File: src/rtl/canvas_scanout_pkg.sv
// Shared canvas definitions: color encoding and the scanout controller state type.
package canvas_scanout_pkg;

  localparam int COLOR_WIDTH = 8;
  localparam logic [COLOR_WIDTH-1:0] COLOR_NONE = 8'hFF;

  typedef enum logic [1:0] {
    IDLE,
    SCAN,
    DRAIN
  } scanout_state_t;

endpackage

File: src/rtl/canvas_scanout_if.sv
// Canvas memory read port and compositor pixel stream bundles used by canvas_scanout.
interface canvas_rd_if #(
  parameter int WIDTH  = 640,
  parameter int HEIGHT = 480
);
  import canvas_scanout_pkg::*;
  localparam int XW = $clog2(WIDTH);
  localparam int YW = $clog2(HEIGHT);

  logic                   rd_en;
  logic [XW-1:0]          rd_x;
  logic [YW-1:0]          rd_y;
  logic [COLOR_WIDTH-1:0] rd_color;

  modport master (output rd_en, rd_x, rd_y, input rd_color);
  modport slave  (input rd_en, rd_x, rd_y, output rd_color);
endinterface

interface pix_stream_if #(
  parameter int WIDTH  = 640,
  parameter int HEIGHT = 480
);
  import canvas_scanout_pkg::*;
  localparam int XW = $clog2(WIDTH);
  localparam int YW = $clog2(HEIGHT);

  logic                   pix_valid;
  logic                   pix_ready;
  logic [XW-1:0]          pix_x;
  logic [YW-1:0]          pix_y;
  logic [COLOR_WIDTH-1:0] pix_color;
  logic                   pix_sof;
  logic                   pix_eol;
  logic                   pix_eof;

  modport master (output pix_valid, pix_x, pix_y, pix_color, pix_sof, pix_eol, pix_eof,
                  input pix_ready);
  modport slave  (input pix_valid, pix_x, pix_y, pix_color, pix_sof, pix_eol, pix_eof,
                  output pix_ready);
endinterface

File: src/rtl/canvas_scanout_pixel_skid_fifo.sv
// Two-entry FIFO holding returned pixels; a push and pop in the same cycle keeps occupancy.
module pixel_skid_fifo #(
  parameter int DATA_WIDTH = 8
) (
  input  logic                  clk,
  input  logic                  reset_n,
  input  logic                  i_push,
  input  logic [DATA_WIDTH-1:0] i_data,
  input  logic                  i_pop,
  output logic [DATA_WIDTH-1:0] o_data,
  output logic                  o_full,
  output logic                  o_empty
);

  logic [DATA_WIDTH-1:0] r_mem [2];
  logic                  r_wptr;
  logic                  r_rptr;
  logic [1:0]            r_count;

  always_ff @(posedge clk or negedge reset_n) begin
    if (!reset_n) begin
      r_wptr  <= 1'b0;
      r_rptr  <= 1'b0;
      r_count <= 2'd0;
    end else begin
      if (i_push) r_wptr <= ~r_wptr;
      if (i_pop)  r_rptr <= ~r_rptr;
      case ({i_push, i_pop})
        2'b10:   r_count <= r_count + 2'd1;
        2'b01:   r_count <= r_count - 2'd1;
        default: r_count <= r_count;
      endcase
    end
  end

  // Push into a full FIFO only happens alongside a pop, so the freed head slot is reused.
  always_ff @(posedge clk) begin
    if (i_push) r_mem[r_wptr] <= i_data;
  end

  assign o_data  = r_mem[r_rptr];
  assign o_full  = (r_count == 2'd2);
  assign o_empty = (r_count == 2'd0);

endmodule

File: src/rtl/canvas_scanout.sv
// Raster-order frame reader: issues 1-cycle-latency reads and streams pixels with SOF/EOL/EOF markers.
module canvas_scanout
  import canvas_scanout_pkg::*;
#(
  parameter int WIDTH  = 640,
  parameter int HEIGHT = 480
) (
  input  logic         clk,
  input  logic         reset_n,
  input  logic         start,
  output logic         busy,
  output logic         frame_done,
  canvas_rd_if.master  rd,
  pix_stream_if.master pix
);

  localparam int XW = $clog2(WIDTH);
  localparam int YW = $clog2(HEIGHT);
  localparam int DW = COLOR_WIDTH + XW + YW + 3;
  localparam logic [XW-1:0] X_LAST = XW'(WIDTH - 1);
  localparam logic [YW-1:0] Y_LAST = YW'(HEIGHT - 1);

  scanout_state_t r_state, w_state_next;
  logic [XW-1:0] r_x, r_fl_x;
  logic [YW-1:0] r_y, r_fl_y;
  logic          r_inflight, r_fl_sof, r_fl_eol, r_fl_eof, r_frame_done;
  logic          w_rd_en, w_done_next, w_pop, w_full, w_empty, w_last;
  logic [1:0]    w_load;
  logic [DW-1:0] w_push_data, w_head;
  logic [COLOR_WIDTH-1:0] w_head_color;
  logic [XW-1:0] w_head_x;
  logic [YW-1:0] w_head_y;
  logic          w_head_sof, w_head_eol, w_head_eof;

  assign w_last = (r_x == X_LAST) && (r_y == Y_LAST);
  assign w_pop  = !w_empty && pix.pix_ready;
  // Slots committed after this cycle: buffered + in flight, minus the pixel leaving now.
  assign w_load = {w_full, ~w_full & ~w_empty} + {1'b0, r_inflight} - {1'b0, w_pop};

  always_comb begin
    w_state_next = r_state;
    w_rd_en      = 1'b0;
    w_done_next  = 1'b0;
    case (r_state)
      IDLE: begin
        if (start) w_state_next = SCAN;
      end
      SCAN: begin
        if (w_load < 2'd2) begin
          w_rd_en = 1'b1;
          if (w_last) w_state_next = DRAIN;
        end
      end
      DRAIN: begin
        if (!r_inflight && (w_empty || (w_pop && !w_full))) begin
          w_state_next = IDLE;
          w_done_next  = 1'b1;
        end
      end
      default: w_state_next = IDLE;
    endcase
  end

  always_ff @(posedge clk or negedge reset_n) begin
    if (!reset_n) begin
      r_state      <= IDLE;
      r_x          <= '0;
      r_y          <= '0;
      r_inflight   <= 1'b0;
      r_fl_x       <= '0;
      r_fl_y       <= '0;
      r_fl_sof     <= 1'b0;
      r_fl_eol     <= 1'b0;
      r_fl_eof     <= 1'b0;
      r_frame_done <= 1'b0;
    end else begin
      r_state      <= w_state_next;
      r_frame_done <= w_done_next;
      r_inflight   <= w_rd_en;
      if (r_state == IDLE && start) begin
        r_x <= '0;
        r_y <= '0;
      end else if (w_rd_en) begin
        r_fl_x   <= r_x;
        r_fl_y   <= r_y;
        r_fl_sof <= (r_x == '0) && (r_y == '0);
        r_fl_eol <= (r_x == X_LAST);
        r_fl_eof <= w_last;
        if (r_x == X_LAST) begin
          r_x <= '0;
          r_y <= (r_y == Y_LAST) ? '0 : r_y + 1'b1;
        end else begin
          r_x <= r_x + 1'b1;
        end
      end
    end
  end

  assign w_push_data = {rd.rd_color, r_fl_x, r_fl_y, r_fl_sof, r_fl_eol, r_fl_eof};

  pixel_skid_fifo #(.DATA_WIDTH(DW)) u_fifo (
    .clk     (clk),
    .reset_n (reset_n),
    .i_push  (r_inflight),
    .i_data  (w_push_data),
    .i_pop   (w_pop),
    .o_data  (w_head),
    .o_full  (w_full),
    .o_empty (w_empty)
  );

  assign {w_head_color, w_head_x, w_head_y, w_head_sof, w_head_eol, w_head_eof} = w_head;

  assign rd.rd_en      = w_rd_en;
  assign rd.rd_x       = r_x;
  assign rd.rd_y       = r_y;
  assign pix.pix_valid = !w_empty;
  assign pix.pix_color = w_empty ? COLOR_NONE : w_head_color;
  assign pix.pix_x     = w_empty ? '0 : w_head_x;
  assign pix.pix_y     = w_empty ? '0 : w_head_y;
  assign pix.pix_sof   = !w_empty && w_head_sof;
  assign pix.pix_eol   = !w_empty && w_head_eol;
  assign pix.pix_eof   = !w_empty && w_head_eof;
  assign busy          = (r_state != IDLE);
  assign frame_done    = r_frame_done;

endmodule

File: src/flat_wrapper.sv
// flat-port wrapper written by rule: the top's interface ports become plain ports
module canvas_scanout_flat import canvas_scanout_pkg::*;
#(
  parameter int WIDTH  = 640,
  parameter int HEIGHT = 480
)
  (clk, reset_n, start, busy, frame_done, rd_rd_en, rd_rd_x, rd_rd_y, rd_rd_color, pix_pix_valid, pix_pix_x, pix_pix_y, pix_pix_color, pix_pix_sof, pix_pix_eol, pix_pix_eof, pix_pix_ready);
  canvas_rd_if #(.WIDTH(WIDTH), .HEIGHT(HEIGHT)) rd_i ();
  pix_stream_if #(.WIDTH(WIDTH), .HEIGHT(HEIGHT)) pix_i ();
  input  logic clk;
  input  logic reset_n;
  input  logic start;
  output logic busy;
  output logic frame_done;
  output wire logic [$bits(rd_i.rd_en)-1:0] rd_rd_en;
  output wire logic [$bits(rd_i.rd_x)-1:0] rd_rd_x;
  output wire logic [$bits(rd_i.rd_y)-1:0] rd_rd_y;
  input wire logic [$bits(rd_i.rd_color)-1:0] rd_rd_color;
  output wire logic [$bits(pix_i.pix_valid)-1:0] pix_pix_valid;
  output wire logic [$bits(pix_i.pix_x)-1:0] pix_pix_x;
  output wire logic [$bits(pix_i.pix_y)-1:0] pix_pix_y;
  output wire logic [$bits(pix_i.pix_color)-1:0] pix_pix_color;
  output wire logic [$bits(pix_i.pix_sof)-1:0] pix_pix_sof;
  output wire logic [$bits(pix_i.pix_eol)-1:0] pix_pix_eol;
  output wire logic [$bits(pix_i.pix_eof)-1:0] pix_pix_eof;
  input wire logic [$bits(pix_i.pix_ready)-1:0] pix_pix_ready;
  assign rd_rd_en = rd_i.rd_en;
  assign rd_rd_x = rd_i.rd_x;
  assign rd_rd_y = rd_i.rd_y;
  assign rd_i.rd_color = rd_rd_color;
  assign pix_pix_valid = pix_i.pix_valid;
  assign pix_pix_x = pix_i.pix_x;
  assign pix_pix_y = pix_i.pix_y;
  assign pix_pix_color = pix_i.pix_color;
  assign pix_pix_sof = pix_i.pix_sof;
  assign pix_pix_eol = pix_i.pix_eol;
  assign pix_pix_eof = pix_i.pix_eof;
  assign pix_i.pix_ready = pix_pix_ready;
  canvas_scanout #(.WIDTH(WIDTH), .HEIGHT(HEIGHT)) u_core (.clk(clk), .reset_n(reset_n), .start(start), .busy(busy), .frame_done(frame_done), .rd(rd_i), .pix(pix_i));
endmodule
File: config.mk
export PLATFORM = sky130hd
export DESIGN_NAME = canvas_scanout_flat
export DESIGN_NICKNAME = d
export VERILOG_FILES = /design/src/rtl/canvas_scanout_pkg.sv /design/src/rtl/canvas_scanout_if.sv /design/src/rtl/canvas_scanout_pixel_skid_fifo.sv /design/src/rtl/canvas_scanout.sv /design/src/flat_wrapper.sv
export SDC_FILE = /design/constraint.sdc
export NUM_CORES = 1
export LEC_CHECK = 0
export ABC_AREA = 1
export CAP_MARGIN = 20
export CELL_PAD_IN_SITES_DETAIL_PLACEMENT = 0
export CELL_PAD_IN_SITES_GLOBAL_PLACEMENT = 1
export CORE_MARGIN = 3
export CORE_UTILIZATION = 42
export CTS_CLUSTER_SIZE = 8
export DETAILED_ROUTE_END_ITERATION = 12
export PLACE_DENSITY_LB_ADDON = 0.1
export SLEW_MARGIN = 5
export SYNTH_ARGS = -nofsm -noshare
export SYNTH_HDL_FRONTEND = slang
export SYNTH_SLANG_ARGS = --single-unit
export TNS_END_PERCENT = 30
File: constraint.sdc
create_clock -name clk -period 3.3 [get_ports clk]
set_clock_uncertainty 0.15 [all_clocks]
set_input_delay 0.495 -clock clk [delete_from_list [all_inputs] [get_ports clk]]
set_output_delay 0.495 -clock clk [all_outputs]
set_load 0.05 [all_outputs]
Word-level counts from Yosys, hierarchy flattened
Memories as Yosys holds them, arrays and structs flattened.
Index checks and enable logic that the tools add are counted.
{"block": "word_totals", "out_inout_bits": 53, "mem_count": 1, "rom_bits": 0, "ff_bits": 49, "input_bits": 12, "latch_bits": 0, "elab_cells": 84, "ramBits": 60}
{"name": "u_core.u_fifo.r_mem", "depth": 2, "width": 30, "read_ports": 1, "rd_ports_with_merged_regs": 0, "write_ports": 1, "line_no": "canvas_scanout_pixel_skid_fifo.sv:15", "text": "logic [DATA_WIDTH-1:0] r_mem [2];"}
{"block": "op_classes", "n_eq_ne": 11, "addsub": 6, "shifts": 0, "magnitude_cmp": 1, "bitwise": 6, "div_mod_pow": 0, "n_mul": 0, "reduce_logical": 24, "n_mux": 22}
{"cell": "$mux W9", "count": 5}
{"cell": "$mux W10", "count": 4}
{"cell": "$add A10 B1 Y10 const B", "count": 1}
{"cell": "$eq A10 B10 Y1 const B", "count": 1}
{"cell": "$logic_not A10 Y1", "count": 1}
{"cell": "$add A9 B1 Y9 const B", "count": 1}
{"cell": "$eq A9 B9 Y1 const B", "count": 1}
{"cell": "$logic_and A1 B1 Y1", "count": 9}
{"cell": "$logic_not A9 Y1", "count": 1}
{"cell": "$mux W2", "count": 4}
{"cell": "$mux W8", "count": 1}
{"cell": "$reduce_bool A2 Y1", "count": 4}
{"cell": "$eq A2 B2 Y1 const B", "count": 3}
{"cell": "$mux W1", "count": 6}
{"cell": "$ne A2 B1 Y1 const B", "count": 3}
{"cell": "$pmux W2 S3", "count": 1}
{"cell": "$not A1 Y1", "count": 5}
{"cell": "$eq A2 B1 Y1 const B", "count": 2}
{"cell": "$logic_not A2 Y1", "count": 2}
{"cell": "$pmux W2 S2", "count": 1}
{"cell": "$reduce_and A2 Y1", "count": 2}
{"cell": "$reduce_and A4 Y1", "count": 1}
{"cell": "$logic_not A1 Y1", "count": 3}
{"cell": "$add A2 B1 Y2", "count": 1}
{"cell": "other kinds (7)", "count": 7}

Logic depth before layout (Yosys ltp)
{"block": "depth", "word_depth": 10, "mapped_depth": 15, "ltp_nobuf": 14}

Hierarchy
From an unflattened synthesis, not the netlist that was laid out.
{"block": "unflattened", "cells_unflattened": 534, "hier_area_um2": 5071.1}
{"mod": "pixel_skid_fifo", "seq_area_each_um2": 1901.8, "cells_each": 181, "area_per_inst_um2": 2552.4, "instances": 1}
{"mod": "canvas_scanout", "seq_area_each_um2": 1126.1, "cells_each": 353, "area_per_inst_um2": 2518.7, "instances": 1}

Worst setup path before layout
No wires, ideal clock.
{"block": "synth_path", "path_kind": "flip-flop to output port", "start": "reg u_core.u_fifo.r_count[0]", "end": "out rd_rd_en", "setup_slack_ps": 719, "path_stages_with_launch": 12, "t_required_ps": 2655, "arrival_time_ps": 1936, "n_path_buf": 1, "path_cell_list": "dfrtp_1 -> inv_2 -> nand2_1 -> buf_4 -> inv_1 -> nor2_1 -> ha_1 -> nand2_2 -> o21ai_1 -> nand2_1 -> nand3_4 -> inv_2"}
{"block": "synth_via", "word_cells_on_any_way": 12, "classes_between": "add/sub (2); order compare (1); eq/ne (1); mux (2); bitwise (3); reduce/logical (3)"}
{"element": "from (decl)", "line_no": "canvas_scanout_pixel_skid_fifo.sv:18", "text": "logic [1:0] r_count;"}
{"element": "from (signal assigned)", "line_no": "canvas_scanout_pixel_skid_fifo.sv:29", "text": "2'b10: r_count <= r_count + 2'd1;"}
{"element": "from (signal assigned)", "line_no": "canvas_scanout_pixel_skid_fifo.sv:30", "text": "2'b01: r_count <= r_count - 2'd1;"}
{"element": "from (signal assigned)", "line_no": "canvas_scanout_pixel_skid_fifo.sv:31", "text": "default: r_count <= r_count;"}
{"element": "$logic_not A2 Y1", "line_no": "canvas_scanout_pixel_skid_fifo.sv:43", "text": "assign o_empty = (r_count == 2'd0);"}
{"element": "$logic_not A1 Y1"}
{"element": "named net pix_pix_valid", "line_no": "flat_wrapper.sv:19", "text": "output wire logic [$bits(pix_i.pix_valid)-1:0] pix_pix_valid;"}
{"element": "$logic_and A1 B1 Y1", "line_no": "canvas_scanout.sv:36", "text": "assign w_pop = !w_empty && pix.pix_ready;"}
{"element": "named net u_core.u_fifo.i_pop", "line_no": "canvas_scanout_pixel_skid_fifo.sv:9", "text": "input logic i_pop,"}
{"element": "$sub A2 B1 Y2", "line_no": "canvas_scanout.sv:38", "text": "assign w_load = {w_full, ~w_full & ~w_empty} + {1'b0, r_inflight} - {1'b0, w_pop};"}
{"element": "$lt A2 B2 Y1", "line_no": "canvas_scanout.sv:49", "text": "if (w_load < 2'd2) begin"}
{"element": "$mux W1", "line_no": "canvas_scanout.sv:49"}
{"element": "$mux W1", "line_no": "canvas_scanout.sv:44", "text": "case (r_state)"}
{"element": "to (decl)", "line_no": "flat_wrapper.sv:15", "text": "output wire logic [$bits(rd_i.rd_en)-1:0] rd_rd_en;"}
The timed path passes the listed nets, and every way through them passes these cells.

Worst setup path after layout
{"block": "layout_path", "start": "in pix_pix_ready", "end": "out rd_rd_en"}
{"block": "layout_via", "elab_chain_cells": 5}
{"element": "from (decl)", "line_no": "flat_wrapper.sv:26", "text": "input wire logic [$bits(pix_i.pix_ready)-1:0] pix_pix_ready;"}
{"element": "$logic_and A1 B1 Y1", "line_no": "canvas_scanout.sv:36"}
{"element": "named net u_core.u_fifo.i_pop", "line_no": "canvas_scanout_pixel_skid_fifo.sv:9"}
{"element": "$sub A2 B1 Y2", "line_no": "canvas_scanout.sv:38"}
{"element": "$lt A2 B2 Y1", "line_no": "canvas_scanout.sv:49"}
{"element": "$mux W1", "line_no": "canvas_scanout.sv:49"}
{"element": "$mux W1", "line_no": "canvas_scanout.sv:44"}
The timed path passes the listed nets, and every way through them passes these cells.

==> results.json <==
{
  "slew_viol_final": 0,
  "ir_drop_mv": 0.6292,
  "tightest_slew_ns": 0.7469,
  "synth_flop_cell": "edfxtp_1",
  "vias": 3318,
  "power_density_nw_per_um2": 1134,
  "fin_crit_sh_pct": 85.32,
  "place_area_um2": 5660,
  "seq_power_share_pct": 31.7,
  "place_hpwl_um": 6875,
  "grt_pass1_vias": 3142,
  "synth_edf_count": 60,
  "cp.required_ns": 2.65,
  "synth_seq_area_share_pct": 65.14,
  "drive_above_1_share_pct": 12.87,
  "io_buffers": 64,
  "area_delta_synth_final_pct": 26.94,
  "cts-resized-gates": 0,
  "place_congestion": 0.8604,
  "start_util_pct": 44.04,
  "synthArstFlopShare_pct": 44.95,
  "clkTransAtPathRegs_ns": 0.10,
  "track_usage_pct": 16.52,
  "syn_area_per_cell_um2": 10.04,
  "min_path_type": "reg -> reg",
  "clock-root-buffer": "clkbuf_8",
  "power.share.clock_pct": 13.6,
  "grt_pass1_wl_um": 16390,
  "maxCapViolCount": 0,
  "crit_path_end_kind": "output port",
  "cts_tree": "done",
  "worstPathMaxFanout": 7,
  "drc": 0,
  "antenna_found_initial": 0,
  "fin_area_um2": 5901,
  "ctsHoldBuffers": 1,
  "drt_iter0_drc": 192,
  "fill_cells": 945,
  "cts_buffer_depth": 2,
  "slew_headroom_pct": 50.15,
  "total_power_w": 0.006690,
  "setup_tns_ns": 0,
  "seq_area_um2": 3028,
  "core_area_um2": 10560,
  "die_area_um2": 12370,
  "crit_arrival_ns": 2.17,
  "wl_per_cell_um": 14.54,
  "cts_buffers": 9,
  "comb_power_share_pct": 54.7,
  "postCtsSetupRepairBufs": 0,
  "die_w_um": 111.2,
  "ff2ff_setup_slack_ns": 0.99,
  "swShare_pct": 45.09,
  "p_int_w": 0.003673,
  "clock_latency_ns": 0.36,
  "ant_nets": 0,
  "synth_top_cell_by_area": "edfxtp_1",
  "ys_ff_latch": 109,
  "max_clock_freq_mhz": 355.2,
  "cts_sinks": 109,
  "chipHeight_um": 111.2,
  "firstDrtPassIters": 5,
  "ios": 65,
  "vias_per_cell": 4.938,
  "layout_common_cells": "146 x nand2_1, 60 x edfxtp_1, 49 x dfrtp_1",
  "ys_warn_count": 0,
  "routed_wl_um": 9769,
  "grt-ovfl-total": 0,
  "setup_viol": 0,
  "synth_area_um2": 4648,
  "placement_rows": 37,
  "critPathLaunchType": "primary input",
  "power.leakage_nw": 2.575,
  "hold_viol": 0,
  "synthesis.nets": 480,
  "postSynthCellCount": 463,
  "synth.distinct_cells": 28,
  "grt_setup_unrepaired": "false",
  "synth_top_area_share_pct": 38.76,
  "nets": 548,
  "multi_input_area_um2": 1379,
  "ctsHtreeMaxLevel": 3,
  "final_common_cell": "nand2_1",
  "synth.area.top_cells": "edfxtp_1 39%, dfrtp_1 26%, nand2_1 12%, nand3_1 3.6%, o21ai_0 3.3%",
  "antennaDiodeCount": 0,
  "p_switching_w": 0.003016,
  "outcome": "finished clean",
  "final.min_clock_period_ns": 2.815,
  "grt_max_degree": 38,
  "crit_type": "in -> out"
}
-- routing by layer --
metal	part of all wire (%)	vias up	global-route usage [%]
li1	-	1676	-
met5	0	-	0
met3	3.9	12	2.675
met4	1.4	0	5.839
met1	49	1553	24.05
met2	46	77	25.17
-- logic make-up after synthesis --
family	synth area share, %
compound gates	6.972
xor+xnor	0.7536
fa+ha+maj	1.346
buf+inv	5.249
flops	65.14
simple gates	20.54
-- critical path, stage by stage --
cell             delay (ns)
clkdlybuf4s50_1        0.48
inv_1                  0.04
nor2_1                 0.17
ha_1                   0.28
nand2_2                0.09
o21ai_1                0.07
nand2_1                0.12
nand3_4                0.14
inv_2                  0.14
buf_12                 0.14
-- per-stage QoR --
step | cells | util (%) | hold slack, ns | setup WS [ns]
floorplan | 463 | - | 0.04941 | 0.7195
global placement | 654 | 53.44 | 0.3005 | 0.5082
detailed placement | 655 | 53.63 | 0.3069 | 0.4793
CTS | 672 | 55.90 | 0.3327 | 0.4623
global route | 672 | 55.90 | 0.3551 | 0.3704
finish | 672 | 55.90 | 0.3303 | 0.4846
-- power by group through the flow --
stage / Combinational (W) / Sequential (W) / Clock (W)
2_1_floorplan: 0.00207 / 0.00225 / 0
3_3_place_gp: 0.00367 / 0.00214 / 0
3_5_place_dp: 0.00370 / 0.00215 / 0
4_1_cts: 0.00372 / 0.00212 / 0.000929
5_1_grt: 0.00390 / 0.00217 / 0.000984
6_report: 0.00366 / 0.00212 / 0.000907
-- cells in the mapped netlist, types with 2 or more instances --
library cell	instances
inv_2	2
clkbuf_1	7
a21oi_1	28
edfxtp_1	60
nand4_1	10
dfrtp_1	49
nor3_1	5
o21ai_0	31
nand2_1	146
ha_1	5
nand3_1	33
nor2_1	21
buf_4	2
nor2_2	2
inv_1	40
xor2_1	4
buf_2	6
nand2_4	2
-- final timing paths --
path	startpoint	to	cells after the start
worst max-delay path	pix_pix_ready	rd_rd_en	10
worst min-delay path	u_core.r_fl_y[8]$_DFFE_PN0P_	u_core.u_fifo.r_mem[1][11]$_DFFE_PP_	0
worst max register to register	u_core.u_fifo.r_count[0]$_DFFE_PN0P_	u_core.rd.rd_x[8]$_DFFE_PN0P_	13
worst min register to register	u_core.r_fl_y[8]$_DFFE_PN0P_	u_core.u_fifo.r_mem[1][11]$_DFFE_PP_	0
max in group asynchronous	reset_n	u_core.r_fl_x[9]$_DFFE_PN0P_	3
min in group asynchronous	reset_n	u_core.rd.rd_y[2]$_DFFE_PN0P_	2
-- cell type report --
| class | instances | share of cell area (%) |
|---|---|---|
| Clock buffer | 9 | 2.099 |
| Tap cell | 136 | 2.884 |
| Sequential cell | 109 | 51.31 |
| Timing Repair Buffer | 74 | 15.86 |
| Clock inverter | 7 | 1.802 |
| Multi-Input combinational cell | 295 | 23.37 |
| Inverter | 42 | 2.672 |
-- flip-flops by register name, indices dropped and copies added, names as in the netlist --
register,count
u_core.u_fifo.r_mem,60
u_core.rd.rd_x,10
u_core.r_fl_x,10
u_core.frame_done,1
u_core.u_fifo.r_wptr,1
u_core.r_inflight,1
u_core.u_fifo.r_count,2
u_core.rd.rd_y,9
u_core.r_fl_eof,1
u_core.r_fl_y,9
u_core.r_fl_sof,1
u_core.r_fl_eol,1
u_core.r_state,2
u_core.u_fifo.r_rptr,1
No activity file was read; power rests on OpenSTA's default activity.
